==> config.mk <==
export PLATFORM = sky130hd
export DESIGN_NAME = gray_pool_28x28_flat
export DESIGN_NICKNAME = d
export VERILOG_FILES = /design/src/rtl/gray_pool_28x28_if.sv /design/src/rtl/gray_pool_28x28.sv /design/src/flat_wrapper.sv
export SDC_FILE = /design/constraint.sdc
export NUM_CORES = 1
export LEC_CHECK = 0
export CAP_MARGIN = 0
export CORE_ASPECT_RATIO = 1.75
export CORE_MARGIN = 3
export CORE_UTILIZATION = 25
export DETAILED_ROUTE_END_ITERATION = 8
export DONT_BUFFER_PORTS = 1
export PLACE_DENSITY = 0.5
export SLEW_MARGIN = 25
export SYNTH_ARGS = -nofsm -noshare
export SYNTH_HDL_FRONTEND = slang
export SYNTH_SLANG_ARGS = --single-unit
==> constraint.sdc <==
create_clock -name i_CLK -period 6.3 [get_ports i_CLK]
set_input_delay 0.945 -clock i_CLK [delete_from_list [all_inputs] [get_ports i_CLK]]
set_output_delay 0.945 -clock i_CLK [all_outputs]
set_load 0.03 [all_outputs]
==> src/rtl/gray_pool_28x28_if.sv <==
// Pixel stream in / pooled-image write bus out for gray_pool_28x28.
// The DUT takes the slave view; whoever feeds pixels and owns the buffer takes master.
interface gray_pool_28x28_if;
  logic       i_PIX_VALID;
  logic       i_SOF;
  logic [7:0] i_GRAYSCALE;
  logic       o_WR_EN;
  logic [9:0] o_WR_ADDR;
  logic [7:0] o_WR_DATA;

  modport master (
    output i_PIX_VALID, i_SOF, i_GRAYSCALE,
    input  o_WR_EN, o_WR_ADDR, o_WR_DATA
  );

  modport slave (
    input  i_PIX_VALID, i_SOF, i_GRAYSCALE,
    output o_WR_EN, o_WR_ADDR, o_WR_DATA
  );
endinterface

==> src/rtl/gray_pool_28x28.sv <==
// Crops a centred 28*BLK square from one grayscale frame per i_START, averages each
// BLK x BLK block (BLK = 1<<BLK_LOG2, 16 in the real system) and writes 784 bytes.
module gray_pool_28x28 #(
  parameter int IMG_W    = 640,
  parameter int IMG_H    = 480,
  parameter int CROP_X0  = 96,
  parameter int CROP_Y0  = 16,
  parameter int INVERT   = 1,
  parameter int BLK_LOG2 = 4
) (
  input  logic                     i_CLK,
  input  logic                     i_RST_n,
  input  logic                     i_START,
  gray_pool_28x28_if.slave         pix_if,
  output logic                     o_BUSY,
  output logic                     o_DONE
);

  localparam int CROP = 28 << BLK_LOG2;
  localparam int XW   = $clog2(IMG_W + 1);
  localparam int YW   = $clog2(IMG_H + 1);
  localparam int AW   = 8 + 2 * BLK_LOG2;
  localparam int OW   = BLK_LOG2 + 5;
  localparam logic [9:0] LAST_ADDR = 10'd783;

  typedef enum logic [1:0] {S_IDLE, S_ARMED, S_CAPTURE} state_t;

  state_t        state_q, state_d;
  logic [XW-1:0] x_q, x_d;
  logic [YW-1:0] y_q, y_d;
  logic [AW-1:0] acc_q [28];
  logic [AW-1:0] acc_d [28];
  logic          wr_en_q, wr_en_d;
  logic [9:0]    wr_addr_q, wr_addr_d;
  logic [7:0]    wr_data_q, wr_data_d;
  logic          busy_q, busy_d;
  logic          done_q, done_d;

  logic [XW-1:0] cur_x;
  logic [YW-1:0] cur_y;
  logic [OW-1:0] cx, cy;
  logic [4:0]    bx, by;
  logic          in_crop, cap_pix, blk_first, blk_last;
  logic [AW-1:0] sum;
  logic [7:0]    avg;

  // SOF overrides the running counters so the SOF pixel itself is (0,0).
  always_comb begin
    cur_x     = pix_if.i_SOF ? '0 : x_q;
    cur_y     = pix_if.i_SOF ? '0 : y_q;
    in_crop   = (cur_x >= XW'(CROP_X0)) && (cur_x < XW'(CROP_X0 + CROP)) &&
                (cur_y >= YW'(CROP_Y0)) && (cur_y < YW'(CROP_Y0 + CROP));
    cx        = OW'(cur_x - XW'(CROP_X0));
    cy        = OW'(cur_y - YW'(CROP_Y0));
    bx        = cx[OW-1:BLK_LOG2];
    by        = cy[OW-1:BLK_LOG2];
    blk_first = (cx[BLK_LOG2-1:0] == '0) && (cy[BLK_LOG2-1:0] == '0);
    blk_last  = (&cx[BLK_LOG2-1:0]) && (&cy[BLK_LOG2-1:0]);
    cap_pix   = pix_if.i_PIX_VALID && in_crop &&
                ((state_q == S_CAPTURE) || ((state_q == S_ARMED) && pix_if.i_SOF));
    sum       = acc_q[bx] + AW'(pix_if.i_GRAYSCALE);
    avg       = sum[AW-1:2*BLK_LOG2];
  end

  // Raster counters run in every state; past the last line they park until the next SOF.
  always_comb begin
    x_d = x_q;
    y_d = y_q;
    if (pix_if.i_PIX_VALID) begin
      if (cur_y < YW'(IMG_H)) begin
        if (cur_x == XW'(IMG_W - 1)) begin
          x_d = '0;
          y_d = cur_y + YW'(1);
        end else begin
          x_d = cur_x + XW'(1);
          y_d = cur_y;
        end
      end
    end
  end

  always_comb begin
    state_d   = state_q;
    busy_d    = (state_q != S_IDLE) || i_START;
    done_d    = 1'b0;
    wr_en_d   = 1'b0;
    wr_addr_d = wr_addr_q;
    wr_data_d = wr_data_q;
    acc_d     = acc_q;
    case (state_q)
      S_IDLE:    if (i_START) state_d = S_ARMED;
      S_ARMED:   if (pix_if.i_PIX_VALID && pix_if.i_SOF) state_d = S_CAPTURE;
      S_CAPTURE: begin
        if (wr_en_q && (wr_addr_q == LAST_ADDR)) begin
          state_d = S_IDLE;
          done_d  = 1'b1;
        end
      end
      default:   state_d = S_IDLE;
    endcase
    if (cap_pix) begin
      acc_d[bx] = blk_first ? AW'(pix_if.i_GRAYSCALE) : sum;
      if (blk_last) begin
        wr_en_d   = 1'b1;
        wr_addr_d = 10'(by) * 10'd28 + 10'(bx);
        wr_data_d = (INVERT != 0) ? (8'd255 - avg) : avg;
      end
    end
  end

  always_ff @(posedge i_CLK or negedge i_RST_n) begin
    if (!i_RST_n) begin
      state_q   <= S_IDLE;
      x_q       <= '0;
      y_q       <= '0;
      wr_en_q   <= 1'b0;
      wr_addr_q <= '0;
      wr_data_q <= '0;
      busy_q    <= 1'b0;
      done_q    <= 1'b0;
      for (int i = 0; i < 28; i++) acc_q[i] <= '0;
    end else begin
      state_q   <= state_d;
      x_q       <= x_d;
      y_q       <= y_d;
      wr_en_q   <= wr_en_d;
      wr_addr_q <= wr_addr_d;
      wr_data_q <= wr_data_d;
      busy_q    <= busy_d;
      done_q    <= done_d;
      acc_q     <= acc_d;
    end
  end

  assign pix_if.o_WR_EN   = wr_en_q;
  assign pix_if.o_WR_ADDR = wr_addr_q;
  assign pix_if.o_WR_DATA = wr_data_q;
  assign o_BUSY           = busy_q;
  assign o_DONE           = done_q;

endmodule

==> src/flat_wrapper.sv <==
// flat-port wrapper written by rule: the top's interface ports become plain ports
module gray_pool_28x28_flat 
#(
  parameter int IMG_W    = 640,
  parameter int IMG_H    = 480,
  parameter int CROP_X0  = 96,
  parameter int CROP_Y0  = 16,
  parameter int INVERT   = 1,
  parameter int BLK_LOG2 = 4
)
  (i_CLK, i_RST_n, i_START, o_BUSY, o_DONE, pix_if_i_PIX_VALID, pix_if_i_SOF, pix_if_i_GRAYSCALE, pix_if_o_WR_EN, pix_if_o_WR_ADDR, pix_if_o_WR_DATA);
  gray_pool_28x28_if pix_if_i ();
  input  logic i_CLK;
  input  logic i_RST_n;
  input  logic i_START;
  output logic o_BUSY;
  output logic o_DONE;
  input wire logic [$bits(pix_if_i.i_PIX_VALID)-1:0] pix_if_i_PIX_VALID;
  input wire logic [$bits(pix_if_i.i_SOF)-1:0] pix_if_i_SOF;
  input wire logic [$bits(pix_if_i.i_GRAYSCALE)-1:0] pix_if_i_GRAYSCALE;
  output wire logic [$bits(pix_if_i.o_WR_EN)-1:0] pix_if_o_WR_EN;
  output wire logic [$bits(pix_if_i.o_WR_ADDR)-1:0] pix_if_o_WR_ADDR;
  output wire logic [$bits(pix_if_i.o_WR_DATA)-1:0] pix_if_o_WR_DATA;
  assign pix_if_i.i_PIX_VALID = pix_if_i_PIX_VALID;
  assign pix_if_i.i_SOF = pix_if_i_SOF;
  assign pix_if_i.i_GRAYSCALE = pix_if_i_GRAYSCALE;
  assign pix_if_o_WR_EN = pix_if_i.o_WR_EN;
  assign pix_if_o_WR_ADDR = pix_if_i.o_WR_ADDR;
  assign pix_if_o_WR_DATA = pix_if_i.o_WR_DATA;
  gray_pool_28x28 #(.IMG_W(IMG_W), .IMG_H(IMG_H), .CROP_X0(CROP_X0), .CROP_Y0(CROP_Y0), .INVERT(INVERT), .BLK_LOG2(BLK_LOG2)) u_core (.i_CLK(i_CLK), .i_RST_n(i_RST_n), .i_START(i_START), .pix_if(pix_if_i), .o_BUSY(o_BUSY), .o_DONE(o_DONE));
endmodule
Word-level counts from Yosys, hierarchy flattened

Cells that the tools add are included.

Output and inout port bits: 21
Register bits after elaboration: 490

Magnitude comparators: 7
Reduce and logical (&&, ||, !) cells: 22
Bitwise gates (word level): 1
Muxes and demuxes: 19
Equal/unequal tests: 7
Add/subtract/negate cells: 7
Multiply operators: 1

Operators by type and width:

| kind                                                  | number |
|---|---|
| bitwise mux 448 bit                                   | 1 |
| binary-select mux 16 bit (select 5 bit)               | 1 |
| demux 16 bit (select 5 bit)                           | 1 |
| two-way mux 16 bit                                    | 4 |
| == test 10 bit (second input constant)                | 2 |
| two-way mux 10 bit                                    | 2 |
| < comparator 9 bit (second input constant)            | 2 |
| two-way mux 9 bit                                     | 2 |
| adder 16 x 8 -> 16 bit                                | 1 |
| logical AND 1 bit                                     | 11 |
| adder 10 x 1 -> 10 bit (second input constant)        | 1 |
| adder 10 x 5 -> 10 bit                                | 1 |
| >= comparator 10 x 7 -> 1 bit (second input constant) | 1 |
| < comparator 10 bit (second input constant)           | 1 |
| adder 9 x 1 -> 9 bit (second input constant)          | 1 |
| >= comparator 9 x 5 -> 1 bit (second input constant)  | 1 |
| subtractor 9 x 5 -> 9 bit (second input constant)     | 1 |
| subtractor 9 x 7 -> 9 bit (second input constant)     | 1 |
| logical NOT 4 bit                                     | 2 |
| multiplier 5 x 3 -> 8 bit (second input constant)     | 1 |
| AND reduction 4 bit                                   | 2 |
| subtractor 8 bit (first input constant)               | 1 |
| >= comparator 6 bit (second input constant)           | 1 |
| < comparator 6 x 1 -> 1 bit (second input constant)   | 1 |
| 12 further kinds                                      | 21 |

Logic depth before layout (Yosys ltp)

Gate-level depths: netlist (run 1).

Depth after elaboration: 9
Depth in mapped cells: 30
Mapped depth without buffers: 20

Worst setup path after synthesis (run 1)

No wires, ideal clock.

Kind: input -> register
From: input pix_if_i_SOF
To: register u_core.wr_data_q[3] (netlist: u_core.pix_if.o_WR_DATA[3])
Buffers on the path: 11
Setup slack: -0.276 ns
Data arrival time: 6.441 ns
Data required time: 6.165 ns
Library setup time: 0.135 ns
Cell stages on the path: 26
Path through: buf_6 > buf_2 > buf_2 > buf_1 > clkbuf_1 > clkbuf_1 > nor2_1 > ha_1 > clkbuf_1 > clkbuf_1 > clkbuf_1 > clkbuf_1 > a21oi_1 > o2111ai_1 > nor2_1 > ha_1 > a21o_1 > a21oi_1 > o21ai_0 > or3_1 > a31oi_1 > nor3_1 > nand2_1 > xor2_1 > clkbuf_1 > o21ai_0

Longest elaborated chain between the ends: 8
Elaborated cells on any way between the ends: 25
Classes of those cells: 4 x add/sub; 4 x order compare; 5 x mux; 1 x bitwise; 11 x reduce/logical

Ends and longest elaborated chain:

| item                                                                                 | line                                         | source |
|---|---|---|
| start, declared                                                                      | flat_wrapper.sv:19                           | `input wire logic [$bits(pix_if_i.i_SOF)-1:0] pix_if_i_SOF;` |
| two-way mux 10 bit                                                                   | gray_pool_28x28.sv:49                        | `cur_x = pix_if.i_SOF ? '0 : x_q;` |
| subtractor 9 x 7 -> 9 bit, or another cell as far along                              | gray_pool_28x28.sv:53                        | `cx = OW'(cur_x - XW'(CROP_X0));` |
| NOT 5 -> 6 bit (not written as such) / logical AND 1 bit (equally long branches)     | gray_pool_28x28.sv:61, gray_pool_28x28.sv:51 |  |
| binary-select mux 16 bit (select 5 bit) / logical AND 1 bit (equally long branches)  | gray_pool_28x28.sv:61, gray_pool_28x28.sv:51 |  |
| two-way mux 16 bit (not written as such) / logical AND 1 bit (equally long branches) | gray_pool_28x28.sv:61, gray_pool_28x28.sv:52 |  |
| two-way mux 16 bit (not written as such) / logical AND 1 bit (equally long branches) | gray_pool_28x28.sv:61, gray_pool_28x28.sv:59 |  |
| adder 16 x 8 -> 16 bit / logical AND 1 bit (equally long branches)                   | gray_pool_28x28.sv:61, gray_pool_28x28.sv:59 |  |
| subtractor 8 bit / AND reduction 2 bit (equally long branches)                       | n/a                                          |  |
| end signal, assigned                                                                 | gray_pool_28x28.sv:128                       | `wr_data_q <= wr_data_d;` |
| end, declared                                                                        | gray_pool_28x28.sv:35                        | `logic [7:0] wr_data_q, wr_data_d;` |

Several ways; a longest one is shown, not always the timed one. The select of a mux whose other input is x is not followed.
A chain may end at the register's enable or synchronous reset.

Final worst setup path (run 1)

From: register u_core.x_q[5]
To: register u_core.acc_q[28] (netlist name)

Longest elaborated chain between the ends: 9
Elaborated cells on any way between the ends: 21
Classes of those cells: 2 x add/sub; 4 x order compare; 8 x mux; 1 x bitwise; 6 x reduce/logical

Ends and longest elaborated chain:

| item                                                   | line                                          | source |
|---|---|---|
| start, declared                                        | gray_pool_28x28.sv:29                         | `logic [XW-1:0] x_q, x_d;` |
| start signal, assigned                                 | gray_pool_28x28.sv:114                        | `x_q <= '0;` |
| start signal, assigned                                 | gray_pool_28x28.sv:124                        | `x_q <= x_d;` |
| two-way mux 10 bit *                                   | gray_pool_28x28.sv:49                         |  |
| subtractor 9 x 7 -> 9 bit                              | gray_pool_28x28.sv:53                         |  |
| NOT 5 -> 6 bit                                         | gray_pool_28x28.sv:61, gray_pool_28x28.sv:102 |  |
| binary-select mux 16 bit (select 5 bit)                | gray_pool_28x28.sv:61                         | `sum = acc_q[bx] + AW'(pix_if.i_GRAYSCALE);` |
| two-way mux 16 bit (not written as such) (2 in series) | gray_pool_28x28.sv:61                         |  |
| adder 16 x 8 -> 16 bit                                 | gray_pool_28x28.sv:61                         |  |
| two-way mux 16 bit                                     | gray_pool_28x28.sv:102                        | `acc_d[bx] = blk_first ? AW'(pix_if.i_GRAYSCALE) : sum;` |
| bitwise mux 448 bit                                    | gray_pool_28x28.sv:102                        |  |
| end signal, assigned                                   | gray_pool_28x28.sv:131                        | `acc_q <= acc_d;` |
| end, declared                                          | gray_pool_28x28.sv:31                         | `logic [AW-1:0] acc_q [28];` |

Mark *: on every way between the ends. The rest lies on a longest branch, timed or not. The select of a mux whose other input is x is not followed.

==> results.py, run 1 <==
metrics = {
    "drt": {
        "wl_met1_um": 29300,
        "topRoutingLayerUsed": "met4",
        "vias_per_cell": 5.03,
        "drtIter0Drc": 1126,
        "drt-pass1-iter-count": 5,
        "wl_um": 79300,
        "drtAntennaViolNets": 0,
        "route.met2.wl_um": 41400,
        "avgRoutedWirePerCell_um": 22.1,
        "drc": 0,
        "wl_met3_um": 2840,
        "vias": 18000,
    },
    "timing": {
        "clock.fmax_mhz": 178,
        "tightest_slew_ns": 1.91,
        "relSlewSlack_pct": -27.1,
        "skew_ns": 0.0363,
        "finalCritPeriodShare_pct": 89.3,
        "finalSetupViolCount": 0,
        "holdWs_ns": 0.124,
        "setup_tns_ns": 0,
        "period_minus_slack_ns": 5.62,
        "grt_setup_unrepaired": "false",
        "finalHoldViolCount": 0,
        "drv_slew": 281,
    },
    "floorplan": {
        "dieHeight_um": 408,
        "core_sq_um": 91200,
        "start_util_pct": 25.3,
        "row_count": 146,
        "dieArea_sq_um": 96200,
        "die_width_um": 236,
        "io_pins": 34,
    },
    "critical_path": {
        "crit_family": "compound AO/OA/AOI/OAI gates",
        "arrival_ns": 6.12,
        "crit_path_start_kind": "flip-flop",
        "path_max_fanout": 28,
        "required_ns": 6.80,
        "crit_type": "flip-flop to flip-flop",
        "end_kind": "flip-flop",
        "worstSetupStartpoint": "u_core.x_q[5]",
        "slowest_delay_ns": 0.56,
        "reg2reg_from": "u_core.x_q[5]",
        "slowest_stage": "dfrtp_4",
        "crit_buf_inv": 3,
        "crit_top_cell": "a21oi_1",
        "path_cells": "nand2b_1, inv_1, ha_2, nor3b_1, nand2_1, a21oi_1, buf_4, o21ai_0, o2111ai_1, nor2_1, ha_1, fa_1, a21oi_1, o21ai_0, a21oi_1, o21bai_1, a21oi_1, or3_1, nor3_1, or3b_2, buf_4, o21ai_0",
    },
    "synth": {
        "synth_area_sq_um": 23100,
        "yosysSeqAreaShare_pct": 53.1,
        "ys.flop_type": "dfrtp_1",
        "synth_seq_cells": 490,
        "synth_top_area_share_pct": 53.1,
        "synth_cell_types": 78,
        "syn_nets": 2441,
        "async_flop_share_pct": 100,
        "synth_common_cells": "490 x dfrtp_1, 359 x nand2_1, 265 x o21ai_0, 207 x nor2_1, 189 x a21oi_1",
        "synth_top_area_cell": "dfrtp_1",
        "yosysMostFrequentCell": "dfrtp_1",
        "synth_area_leaders": "dfrtp_1 53%, nand2_1 5.8%, o21ai_0 5.7%, a21oi_1 4.1%, mux2_2 3.5%",
        "syn_area_per_cell_sq_um": 9.63,
        "synthCells": 2399,
        "yosys_warnings": 0,
        "synth_edf_count": 0,
    },
    "cells_and_area": {
        "area_growth_pct": 13.2,
        "drive_above_1_share_pct": 13.0,
        "antennaDiodeCount": 0,
        "layout.nets": 2404,
    },
    "global_route": {
        "overflow": 0,
        "antenna_found_initial": 0,
        "grt_max_degree": 491,
        "grt_use_total_pct": 16.2,
        "grt_pass1_vias": 18300,
        "grt_pass1_wl_um": 119000,
    },
    "status": {
        "outcome": "complete, but fails checks",
        "violations": "slew limit",
    },
    "min_path": {
        "worst_hold_path_type": "primary input to asynchronous set/reset pin",
    },
    "power": {
        "irDropWorstVdd_mv": 0.192,
        "powerDensity_nw_per_um2": 240,
        "leakage_nw": 11.2,
    },
    "clock_network": {
        "cts-root-buf": "clkbuf_16",
        "cts-hold-fix-buffers": 0,
        "cts.sinks": 490,
        "post_cts_resized": 0,
        "clock_latency_ns": 0.61,
        "htree_num_levels": 2,
        "cts_tree": "built",
        "clockBufferDepth": 3,
        "numCtsBuffers": 47,
        "post_cts_buffers": 0,
        "clk_pin_slew_ns": 0.07,
    },
    "job": {
        "cap_violations": 0,
    },
    "place": {
        "dpl.hpwl_um": 54000,
        "place.gp.congestion": 0.840,
        "io_buffers": 0,
    },
}
path summary, 6_finish.rpt:
path / endpoint / cells past startpoint / slack (ns)
setup reg to reg: u_core.acc_q[28] / 22 / 0.68
hold reg to reg: u_core.acc_q[365] / 2 / 0.47
max in group asynchronous: u_core.x_q[5] / 0 / 4.47
min in group i_CLK: u_core.y_q[8] / 1 / 0.46
setup / recovery: u_core.acc_q[28] / 22 / 0.68
hold / removal: u_core.acc_q[19] / 0 / 0.12
stage by stage:
step	power [W]	instances	setup WS (ns)	utilization [%]	instance area [sq um]
after floorplan	0.00340	2399	0.0421	-	23100
after global placement	0.00353	3496	0.353	27.0	24600
after detailed placement	0.00353	3497	0.298	27.0	24600
after CTS	0.00636	3584	0.694	28.7	26200
after global routing	0.00650	3584	0.353	28.7	26200
final	0.00629	3584	0.675	28.7	26200
sequential cells by signal (all words and copies together), names as in the netlist:
register,flops
u_core.o_BUSY,1
u_core.state_q,2
u_core.pix_if.o_WR_ADDR,10
u_core.o_DONE,1
u_core.pix_if.o_WR_EN,1
u_core.x_q,10
u_core.acc_q,448
u_core.y_q,9
u_core.pix_if.o_WR_DATA,8
cell usage in the layout, fill, tap and decap left out, types with 5 or more instances in the layout:
cell,netlist,layout
a221oi_1,9,9
a21oi_2,2,5
a211oi_1,7,7
o31ai_1,71,71
o22ai_1,112,112
nor3b_1,22,22
nor4_1,5,5
nand2_1,359,358
o2111ai_1,7,7
dfrtp_1,490,488
or3_1,6,6
o221ai_1,18,18
clkbuf_1,126,13
o21ai_0,265,265
nand4_1,8,8
clkbuf_16,0,47
o21ai_2,19,23
clkbuf_8,0,10
nor3_1,20,20
o211ai_1,6,6
inv_1,27,27
mux2_2,71,71
a22o_1,19,19
buf_4,14,107
mux2i_1,37,35
nor2b_1,8,8
nand3b_1,6,6
a22oi_1,27,27
o21a_1,5,5
o21ai_1,10,6
nor2_1,207,206
ha_1,25,24
xnor2_1,24,23
xor2_1,14,12
nand3_1,28,28
a21oi_1,189,186
nand2b_1,9,9
clkinv_2,0,9
cell type report:
class	instances	area, sq um
Sequential cell	490	12300
Fill cell	9571	65000
Clock buffer	70	1360
Timing Repair Buffer	112	898
Inverter	29	109
Clock inverter	17	140
Multi-Input combinational cell	1682	9890
Tap cell	1184	1480
kinds of logic after synthesis:
| group | count (synthesis) | synth area share, % |
|---|---|---|
| simple gates | 703 | 13.0 |
| fa+ha+maj | 30 | 1.74 |
| compound gates | 802 | 21.1 |
| mux | 109 | 5.16 |
| buf+inv | 227 | 4.42 |
| flops | 490 | 53.1 |
| xor+xnor | 38 | 1.44 |
metal layers:
layer / up-vias / GRT usage, %
li1: 8466 / -
met1: 8949 / 17.4
met2: 405 / 29.6
met3: 194 / 2.20
met4: 0 / 10.5
met5: - / 0
power by group:
part,internal [W],switching (W),total (W)
sequential,0.00316,0.0000200,0.00318
clock,0.00151,0.00130,0.00282
combinational,0.0000663,0.000223,0.000290
worst register-to-register path, stage by stage, from the launching register on:
cell	delay [ns]
dfrtp_4	0.56
nand2b_1	0.20
inv_1	0.10
ha_2	0.29
nor3b_1	0.28
nand2_1	0.19
a21oi_1	0.19
buf_4	0.25
o21ai_0	0.25
o2111ai_1	0.18
nor2_1	0.07
ha_1	0.21
fa_1	0.41
a21oi_1	0.20
o21ai_0	0.11
a21oi_1	0.25
o21bai_1	0.10
a21oi_1	0.25
or3_1	0.35
nor3_1	0.12
or3b_2	0.44
buf_4	0.29
o21ai_0	0.24
Note: power is estimated with default switching activity, not from simulation.
==> run 2, diff against run 1 <==
CORE_ASPECT_RATIO = default   (was 1.75)
==> run 2 against run 1 <==
The flow still finishes with violations (slew limit). Clock skew shrank 0.0059 ns. Cell area grew 0.93%. Register-to-register slack lost 0.03 ns. Via count shrank 0.46%. Non-clock buffer count shrank 1. First-iteration DRC count grew 32%. Sequential cell count is the same. Routed wire length shrank 5.8%. Final cell count is essentially flat. Critical path depth shrank 1. Clock power grew 13%. Global-route usage shrank 0.74 points.
==> results.py, run 2 (synthesis results as in run 1) <==
metrics = {
    "cells_and_area": {
        "final_cells": 3585,
        "final_common_cell": "dfrtp_1",
        "design_area_sq_um": 26400,
        "area_growth_pct": 14.3,
        "antennaDiodeCount": 0,
        "layout.nets": 2408,
        "largest_reg_flops": 448,
        "drive_above_1_share_pct": 13.2,
        "top_register": "u_core.acc_q",
        "final_cell_mix": "488 x dfrtp_1, 358 x nand2_1, 265 x o21ai_0",
    },
    "timing": {
        "period_minus_slack_ns": 5.66,
        "drv_slew": 362,
        "relSlewSlack_pct": -55.3,
        "tightest_slew_ns": 2.33,
        "clock.fmax_mhz": 177,
        "finalCritPeriodShare_pct": 89.8,
        "setup_tns_ns": 0,
        "finalSetupViolCount": 0,
        "finalHoldViolCount": 0,
        "skew_ns": 0.0304,
        "finalWorstSetupSlack_ns": 0.645,
        "grt_setup_unrepaired": "false",
    },
    "critical_path": {
        "crit_type": "flip-flop to flip-flop",
        "r2r_slack_ns": 0.64,
        "reg2reg_from": "u_core.x_q[6]",
        "path_max_fanout": 19,
        "required_ns": 6.82,
        "reg2reg_depth": 21,
        "crit_path_start_kind": "flip-flop",
        "crit_path_end": "u_core.acc_q[76]",
        "r2r-end": "u_core.acc_q[76]",
        "worstSetupStartpoint": "u_core.x_q[6]",
        "end_kind": "flip-flop",
        "arrival_ns": 6.18,
    },
    "floorplan": {
        "dieHeight_um": 310,
        "dieArea_sq_um": 96100,
        "core_sq_um": 90800,
        "io_pins": 34,
        "row_count": 110,
        "start_util_pct": 25.4,
        "die_width_um": 310,
    },
    "global_route": {
        "overflow": 0,
        "grt_use_total_pct": 15.5,
        "grt_pass1_vias": 17700,
        "grt_max_degree": 491,
        "grt_pass1_wl_um": 114000,
        "antenna_found_initial": 1,
    },
    "clock_network": {
        "cts.sinks": 490,
        "post_cts_resized": 0,
        "cts_tree": "built",
        "clockBufferDepth": 3,
        "cts-hold-fix-buffers": 0,
        "numCtsBuffers": 52,
        "post_cts_buffers": 0,
        "clock_latency_ns": 0.62,
        "htree_num_levels": 2,
        "cts-root-buf": "clkbuf_16",
        "clk_pin_slew_ns": 0.06,
    },
    "place": {
        "dp.cells": 3488,
        "place_ws_ns": 0.346,
        "io_buffers": 0,
        "placed_cell_area_sq_um": 24600,
        "dpl.hpwl_um": 48900,
        "place.gp.congestion": 0.833,
    },
    "drt": {
        "drc": 0,
        "route.met2.wl_um": 33000,
        "drt-pass1-iter-count": 5,
        "vias_per_cell": 5.00,
        "wl_met1_um": 34500,
        "vias": 17900,
        "avgRoutedWirePerCell_um": 20.8,
        "wl_um": 74700,
        "drtIter0Drc": 1488,
        "wl_met3_um": 5560,
        "topRoutingLayerUsed": "met4",
        "drtAntennaViolNets": 0,
    },
    "status": {
        "violations": "slew limit",
        "outcome": "complete, but fails checks",
    },
    "job": {
        "cap_violations": 0,
    },
    "power": {
        "powerDensity_nw_per_um2": 252,
        "irDropWorstVdd_mv": 0.228,
        "leakage_nw": 11.3,
    },
    "min_path": {
        "worst_hold_path_type": "primary input to asynchronous set/reset pin",
    },
}
## run 2: cell count changes in the layout (fill, tap and decap cells not counted), sizes merged
cell / previous run / this run
buf: 112 / 111
clkinv: 13 / 14
inv: 30 / 28
clkinvlp: 3 / 0
bufinv: 0 / 4
clkbuf: 70 / 80
## run 2: how the worst min path moves through the flow
stage	start	slack, ns	cells past startpoint	end
floorplan	u_core.acc_q[250]	0.44	2	u_core.acc_q[250]
global placement	u_core.acc_q[221]	0.45	2	u_core.acc_q[221]
detailed placement	u_core.acc_q[221]	0.46	2	u_core.acc_q[221]
CTS	i_RST_n	0.03	0	u_core.acc_q[324]
global route	i_RST_n	0.03	0	u_core.acc_q[293]
finish	i_RST_n	0.07	0	u_core.acc_q[293]
## run 2: area by class of cell
cell class                      count  area [sq um]
Tap cell                         1176          1470
Clock buffer                       80          1550
Inverter                           29           109
Sequential cell                   490         12300
Clock inverter                     17           221
Multi-Input combinational cell   1682          9890
Fill cell                        9594         64400
Timing Repair Buffer              111           891
## run 2: metal layers
layer | vias up | GRT usage, %
met5 | - | 0
met4 | 0 | 3.57
met3 | 101 | 4.00
met2 | 501 | 23.9
met1 | 8852 | 21.8
li1 | 8478 | -
## run 2: per-stage QoR
stage               hold WS (ns)  total power [W]  utilization, %
global placement           0.455          0.00352            27.1
finish                    0.0711          0.00666            29.1
detailed placement         0.462          0.00352            27.1
global route              0.0251          0.00690            29.1
CTS                       0.0303          0.00675            29.1
floorplan                  0.443          0.00340               -
## run 2: where the power goes
group / switching [W] / internal, W
Clock: 0.00134 / 0.00186
Combinational: 0.000216 / 0.0000643
Sequential: 0.0000203 / 0.00316
## run 2: critical path: stages (launching register included)
cell and delay [ns]:
dfrtp_1 0.46, inv_1 0.18, nor2_1 0.16, ha_1 0.18, or4b_2 0.67, a21oi_1 0.17
buf_4 0.23, o21ai_0 0.12, o2111ai_1 0.12, nor2_1 0.08, ha_1 0.21, fa_1 0.41
a21oi_1 0.19, o21ai_0 0.11, a21oi_1 0.25, o21bai_1 0.10, a21oi_1 0.37, or3_1 0.35
nor3_1 0.12, or3b_1 0.57, buf_4 0.33, o21ai_0 0.19
